File: src/rtl/histogram_pkg.sv
// Shared types and default constants for the histogram run sequencer.
package histogram_pkg;

    typedef enum logic [2:0] {
        ST_IDLE    = 3'd0,
        ST_CONFIG  = 3'd1,
        ST_CLEAR   = 3'd2,
        ST_ACQUIRE = 3'd3,
        ST_READOUT = 3'd4,
        ST_DONE    = 3'd5
    } state_e;

    localparam int DEF_CHANNEL_WIDTH = 6;
    localparam int DEF_SHIFT_WIDTH   = 6;
    localparam int DEF_DATA_WIDTH    = 32;
    localparam int DEF_BIN_COUNT     = 4096;
    localparam int DEF_CLEAR_CYCLES  = 4096;
    localparam int DEF_TIMEOUT       = 65535;

    // A zero-length phase still occupies one cycle.
    function automatic logic [31:0] at_least_one(input logic [31:0] v);
        return (v == 32'd0) ? 32'd1 : v;
    endfunction

endpackage

File: src/rtl/seq_timer.sv
// Loadable down-counter; expire_o marks the final cycle of a loaded interval.
module seq_timer #(
    parameter int W = 32
) (
    input  logic         clk,
    input  logic         rst_n,
    input  logic         load_i,
    input  logic [W-1:0] load_val_i,
    output logic         expire_o
);

    logic [W-1:0] cnt_q, cnt_d;

    // Load wins over counting; the counter parks at zero once exhausted.
    always_comb begin
        cnt_d = cnt_q;
        if (load_i)
            cnt_d = load_val_i;
        else if (cnt_q != '0)
            cnt_d = cnt_q - W'(1);
    end

    // Count register.
    always_ff @(posedge clk or negedge rst_n) begin
        if (!rst_n) cnt_q <= '0;
        else        cnt_q <= cnt_d;
    end

    assign expire_o = (cnt_q == W'(1));

endmodule

File: src/rtl/histogram_sequencer.sv
// Sequences a histogram core through config, clear, acquire and readout,
// forwarding readout beats with bin indices and tracking completed frames.
module histogram_sequencer
    import histogram_pkg::*;
#(
    parameter int CHANNEL_WIDTH = DEF_CHANNEL_WIDTH,
    parameter int SHIFT_WIDTH   = DEF_SHIFT_WIDTH,
    parameter int DATA_WIDTH    = DEF_DATA_WIDTH,
    parameter int BIN_COUNT     = DEF_BIN_COUNT,
    parameter int CLEAR_CYCLES  = DEF_CLEAR_CYCLES,
    parameter int TIMEOUT       = DEF_TIMEOUT,
    localparam int IDX_W        = $clog2(BIN_COUNT)
) (
    input  logic                     clk,
    input  logic                     rst_n,
    input  logic                     start_i,
    input  logic                     abort_i,
    input  logic                     continuous_i,
    input  logic [CHANNEL_WIDTH-1:0] cfg_click_channel_i,
    input  logic [CHANNEL_WIDTH-1:0] cfg_start_channel_i,
    input  logic [SHIFT_WIDTH-1:0]   cfg_shift_i,
    input  logic [31:0]              cfg_acq_cycles_i,
    output logic                     hist_config_en_o,
    output logic [CHANNEL_WIDTH-1:0] hist_click_channel_o,
    output logic [CHANNEL_WIDTH-1:0] hist_start_channel_o,
    output logic [SHIFT_WIDTH-1:0]   hist_shift_val_o,
    output logic                     hist_reset_o,
    output logic                     hist_read_start_o,
    input  logic [DATA_WIDTH-1:0]    hist_data_i,
    input  logic                     hist_valid_i,
    output logic [DATA_WIDTH-1:0]    out_data_o,
    output logic [IDX_W-1:0]         out_index_o,
    output logic                     out_valid_o,
    output logic                     out_last_o,
    output logic                     busy_o,
    output logic                     frame_done_o,
    output logic                     error_o,
    output logic [31:0]              frame_count_o
);

    state_e state_q, state_d;
    logic   entry_q;

    logic [CHANNEL_WIDTH-1:0] click_q, startch_q;
    logic [SHIFT_WIDTH-1:0]   shift_q;
    logic [31:0]              acq_q;
    logic                     cont_q;

    logic [IDX_W-1:0]      beat_q;
    logic [DATA_WIDTH-1:0] out_data_q;
    logic [IDX_W-1:0]      out_index_q;
    logic                  out_valid_q, out_last_q;
    logic                  err_q;
    logic [31:0]           frame_cnt_q;

    logic        tmr_load, tmr_expire;
    logic [31:0] tmr_val;

    logic start_go, beat, last_beat, timeout;

    assign start_go  = (state_q == ST_IDLE) && start_i && !abort_i;
    assign beat      = (state_q == ST_READOUT) && hist_valid_i && !abort_i;
    assign last_beat = beat && (beat_q == IDX_W'(BIN_COUNT - 1));
    assign timeout   = (state_q == ST_READOUT) && !hist_valid_i && tmr_expire && !abort_i;

    seq_timer #(.W(32)) u_timer (
        .clk        (clk),
        .rst_n      (rst_n),
        .load_i     (tmr_load),
        .load_val_i (tmr_val),
        .expire_o   (tmr_expire)
    );

    // State register plus a flag marking the first cycle spent in a state.
    always_ff @(posedge clk or negedge rst_n) begin
        if (!rst_n) begin
            state_q <= ST_IDLE;
            entry_q <= 1'b0;
        end else begin
            state_q <= state_d;
            entry_q <= (state_d != state_q);
        end
    end

    // Next-state logic; abort overrides every transition.
    always_comb begin
        state_d = state_q;
        unique case (state_q)
            ST_IDLE:    if (start_i) state_d = ST_CONFIG;
            ST_CONFIG:  state_d = ST_CLEAR;
            ST_CLEAR:   if (tmr_expire) state_d = ST_ACQUIRE;
            ST_ACQUIRE: if (tmr_expire) state_d = ST_READOUT;
            ST_READOUT: begin
                if (last_beat)    state_d = ST_DONE;
                else if (timeout) state_d = ST_IDLE;
            end
            ST_DONE:    state_d = cont_q ? ST_CLEAR : ST_IDLE;
            default:    state_d = ST_IDLE;
        endcase
        if (abort_i) state_d = ST_IDLE;
    end

    // Timer reload on every phase entry and on each readout beat (idle watchdog).
    always_comb begin
        tmr_load = (state_d != state_q) || beat;
        unique case (state_d)
            ST_CLEAR:   tmr_val = at_least_one(32'(CLEAR_CYCLES));
            ST_ACQUIRE: tmr_val = at_least_one(acq_q);
            ST_READOUT: tmr_val = at_least_one(32'(TIMEOUT));
            default:    tmr_val = 32'd0;
        endcase
    end

    // Moore strobes, suppressed in the cycle an abort is seen.
    always_comb begin
        hist_config_en_o  = (state_q == ST_CONFIG) && !abort_i;
        hist_reset_o      = (state_q == ST_CLEAR) && entry_q && !abort_i;
        hist_read_start_o = (state_q == ST_READOUT) && entry_q && !abort_i;
        frame_done_o      = (state_q == ST_DONE) && !abort_i;
        busy_o            = (state_q != ST_IDLE);
    end

    // Run configuration captured at start and held until the next start.
    always_ff @(posedge clk or negedge rst_n) begin
        if (!rst_n) begin
            click_q   <= '0;
            startch_q <= '0;
            shift_q   <= '0;
            acq_q     <= '0;
            cont_q    <= 1'b0;
        end else if (start_go) begin
            click_q   <= cfg_click_channel_i;
            startch_q <= cfg_start_channel_i;
            shift_q   <= cfg_shift_i;
            acq_q     <= cfg_acq_cycles_i;
            cont_q    <= continuous_i;
        end
    end

    // Beat index, one-cycle readout forwarding, error flag and frame counter.
    always_ff @(posedge clk or negedge rst_n) begin
        if (!rst_n) begin
            beat_q      <= '0;
            out_data_q  <= '0;
            out_index_q <= '0;
            out_valid_q <= 1'b0;
            out_last_q  <= 1'b0;
            err_q       <= 1'b0;
            frame_cnt_q <= '0;
        end else begin
            if (state_q != ST_READOUT) beat_q <= '0;
            else if (beat)             beat_q <= beat_q + IDX_W'(1);
            out_valid_q <= beat;
            out_last_q  <= last_beat;
            if (beat) begin
                out_data_q  <= hist_data_i;
                out_index_q <= beat_q;
            end
            if (timeout)       err_q <= 1'b1;
            else if (start_go) err_q <= 1'b0;
            if (frame_done_o)  frame_cnt_q <= frame_cnt_q + 32'd1;
        end
    end

    assign hist_click_channel_o = click_q;
    assign hist_start_channel_o = startch_q;
    assign hist_shift_val_o     = shift_q;
    assign out_data_o           = out_data_q;
    assign out_index_o          = out_index_q;
    assign out_valid_o          = out_valid_q;
    assign out_last_o           = out_last_q;
    assign error_o              = err_q;
    assign frame_count_o        = frame_cnt_q;

endmodule

File: config.mk
export PLATFORM = sky130hd
export DESIGN_NAME = histogram_sequencer
export DESIGN_NICKNAME = d
export VERILOG_FILES = /design/src/rtl/histogram_pkg.sv /design/src/rtl/seq_timer.sv /design/src/rtl/histogram_sequencer.sv
export SDC_FILE = /design/constraint.sdc
export NUM_CORES = 1
export LEC_CHECK = 0
export CAP_MARGIN = 5
export CORE_ASPECT_RATIO = 2
export CORE_UTILIZATION = 45
export DETAILED_ROUTE_END_ITERATION = 8
export DONT_BUFFER_PORTS = 1
export PLACE_DENSITY_LB_ADDON = 0.2
export SLEW_MARGIN = 20
export SYNTH_ARGS = -nofsm -noshare
export SYNTH_HDL_FRONTEND = slang
export SYNTH_SLANG_ARGS = --single-unit
File: constraint.sdc
create_clock -name clk -period 4.41 [get_ports clk]
set_input_delay 0.6615 -clock clk [delete_from_list [all_inputs] [get_ports clk]]
set_output_delay 0.6615 -clock clk [all_outputs]
set_load 0.005 [all_outputs]
==> results.sh <==
export IMPL_status="finished, violations left"
export IMPL_violations="hold timing"
export IMPL_nNetsFinal=879
export IMPL_grt_max_degree=179
export IMPL_ys_flop_type="dfrtp_1"
export IMPL_drtPass1Iterations=4
export IMPL_synth_edf_count=0
export IMPL_worstHoldPathType="input pin to async pin"
export IMPL_ir_worst_vdd_mv=0.264
export IMPL_setup_viol=0
export IMPL_place_gp_congestion=0.886
export IMPL_ys_warn_count=0
export IMPL_drc_errors=0
export IMPL_leakagePower_nw=4.26
export IMPL_vias_per_cell=5.68
export IMPL_cts_buffer_depth=2
export IMPL_design_core_area_mm2=0.0183
export IMPL_cts_max_level=4
export IMPL_grtUsageMet3=0.0455
export IMPL_tns_ns=0
export IMPL_slew_headroom=0.440
export IMPL_clock_sinks=178
export IMPL_multi_input_area_mm2=0.00374
export IMPL_slew_violations=0
export IMPL_grt_pass1_wl_mm=29.6
export IMPL_synthCells=797
export IMPL_cts_root_buf="clkbuf_16"
export IMPL_fin_worst_skew_ns=0.0108
export IMPL_seq_area_frac_synth=0.531
export IMPL_io_buffers=0
export IMPL_grt_pass1_vias=6025
export IMPL_dp_hpwl_mm=12.6
export IMPL_area_delta_synth_final_pct=9.66
export IMPL_num_rows=70
export IMPL_avgSynthCellArea_um2=10.5
export IMPL_final_common_cell="dfrtp_1"
export IMPL_intPower_mw=3.39
export IMPL_vias=5774
export IMPL_hold_viol_final=178
export IMPL_io_pins=190
export IMPL_final_util=0.503
export IMPL_cts_buffers_inserted=17
export IMPL_worst_slew_pin_slew_ns=0.833
export IMPL_p_sw_mw=1.73
export IMPL_period_needed_ns=3.75
export IMPL_rsz0062_at_grt="false"
export IMPL_clkPwrFrac=0.298
export IMPL_power_density_mw_per_mm2=557
export IMPL_swShare=0.338
export IMPL_final_area_mm2=0.00921
export IMPL_layout_common_cells="178 x dfrtp_1, 173 x nand2_1, 62 x mux2_2"
export IMPL_busiest_layer="met2"
export IMPL_wl_per_cell_um=17.7
export IMPL_clock_fmax_mhz=266
export IMPL_ys_types=51
export IMPL_combPwrFrac=0.272
export IMPL_wl_mm=18.0
export IMPL_clkSlewWorstSetupHoldPaths_ns=0.07
export IMPL_cts_resized=0
export IMPL_antenna_found_initial=1
export IMPL_pwr_share_seq=0.431
export IMPL_clk_insertion_delay_late_ns=0.43
export IMPL_worstSetupPathType="register to register"
export IMPL_required_ns=4.75
export IMPL_die_w_um=98.6
export IMPL_cp_start_kind="register"
export IMPL_die_area_mm2=0.0192
export IMPL_path_max_fanout=19
export IMPL_ys_seq_elements=178
export IMPL_hold_slack_ns=-0.0746
export IMPL_drt_initial_drc_count=234
export IMPL_placed_area_mm2=0.00860
export IMPL_endpoint_kind="register"
export IMPL_drive_gt1_frac=0.154
export IMPL_syn_cell_area_mm2=0.00839
export IMPL_die_h_um=195
export IMPL_seq_area_mm2=0.00445
export IMPL_drv_cap=0
export IMPL_async_reset_ff_frac=1.00
export IMPL_period_share=0.851
export IMPL_grt_overflow=0
export IMPL_cts_tree="yes"
export IMPL_cts_setup_buffers=0
export IMPL_start_util=0.459
export IMPL_track_usage=0.196
export IMPL_final_antenna_net_count=0
export IMPL_grtUsageMet2=0.356
export IMPL_synth_fp_nets=889
export IMPL_cp_arrival_ns=4.10
export IMPL_grt_use_met1=0.216
export IMPL_fillCellCount=1664
critical path, stage by stage, from the launching register on:
cell      delay [ns]
dfrtp_1         0.43
nor4_1          0.75
nand2_1         0.15
or3_1           0.45
o311a_1         0.59
a211oi_4        0.81
buf_12          0.26
mux2i_1         0.21
synth_stat cells, drive strengths merged, types with 4 or more instances:
cell,instances,area share
dfrtp,178,0.53
nand2,173,0.077
mux2,67,0.092
nand3,50,0.030
nor2,42,0.019
xnor2,34,0.035
mux2i,33,0.039
xor2,29,0.030
clkbuf,27,0.012
nor4,27,0.026
nand4,26,0.020
buf,13,0.010
inv,13,0.0058
nor3,12,0.0072
a21oi,8,0.0048
o21ai,8,0.0048
and3,6,0.0045
or3,6,0.0045
or4,6,0.0054
ha,4,0.0060
nor3b,4,0.0036
area by class of cell:
class	instances	share of cell area
Tap cell	216	0.0294
Antenna cell	1	0.000272
Sequential cell	178	0.484
Clock inverter	14	0.0166
Timing Repair Buffer	11	0.0103
Inverter	13	0.00530
Multi-Input combinational cell	566	0.407
Clock buffer	18	0.0477
metrics by stage:
stage	setup slack, ns	instances	power (mW)
5_1_grt	0.425	1017	5.43
3_3_place_gp	0.784	984	3.52
3_5_place_dp	0.646	984	3.61
2_1_floorplan	1.52	797	3.27
6_report	0.656	1017	5.12
4_1_cts	0.610	1016	5.17
per-layer routing:
metal	wire [µm]	vias up
met5	0	-
met4	461	0
met3	845	31
met2	9540	169
met1	7150	2838
li1	-	2736
power by group through the flow:
stage / Clock, mW / Combinational [mW] / Sequential [mW]
6_report: 1.52 / 1.39 / 2.21
5_1_grt: 1.63 / 1.55 / 2.25
4_1_cts: 1.57 / 1.39 / 2.21
3_5_place_dp: 0 / 1.38 / 2.23
3_3_place_gp: 0 / 1.31 / 2.21
2_1_floorplan: 0 / 1.12 / 2.15
sequential cells by signal, summed over array words and instances, names as in the netlist, 12 cells and up:
register	cells
acq_q	32
frame_count_o	32
out_data_o	32
u_timer.cnt_q	32
beat_q	12
out_index_o	12
cell families after synthesis:
logic type / after synthesis / share of synthesized area
adders and majority gates: 4 / 0.00596
xor gates and xnor gates: 63 / 0.0657
DFF: 178 / 0.531
buffers and inverters: 53 / 0.0280
muxes: 100 / 0.131
and+or+nand+nor: 369 / 0.214
AOI/OAI and AO/OA: 30 / 0.0243
final timing paths:
| path | start | end | slack, ns | cells past startpoint |
|---|---|---|---|---|
| min in group clk | hist_data_i[15] | out_data_o[15] | 0.34 | 2 |
| worst max register to register | u_timer.cnt_q[29] | u_timer.cnt_q[22] | 0.66 | 7 |
| max in group asynchronous | rst_n | hist_click_channel_o[1] | 4.17 | 0 |
| worst min register to register | out_index_o[6] | out_index_o[6] | 0.50 | 2 |
| worst max-delay path | u_timer.cnt_q[29] | u_timer.cnt_q[22] | 0.66 | 7 |
| worst min-delay path | rst_n | out_data_o[18] | -0.07 | 0 |
No activity file was read; power rests on OpenSTA's default activity.
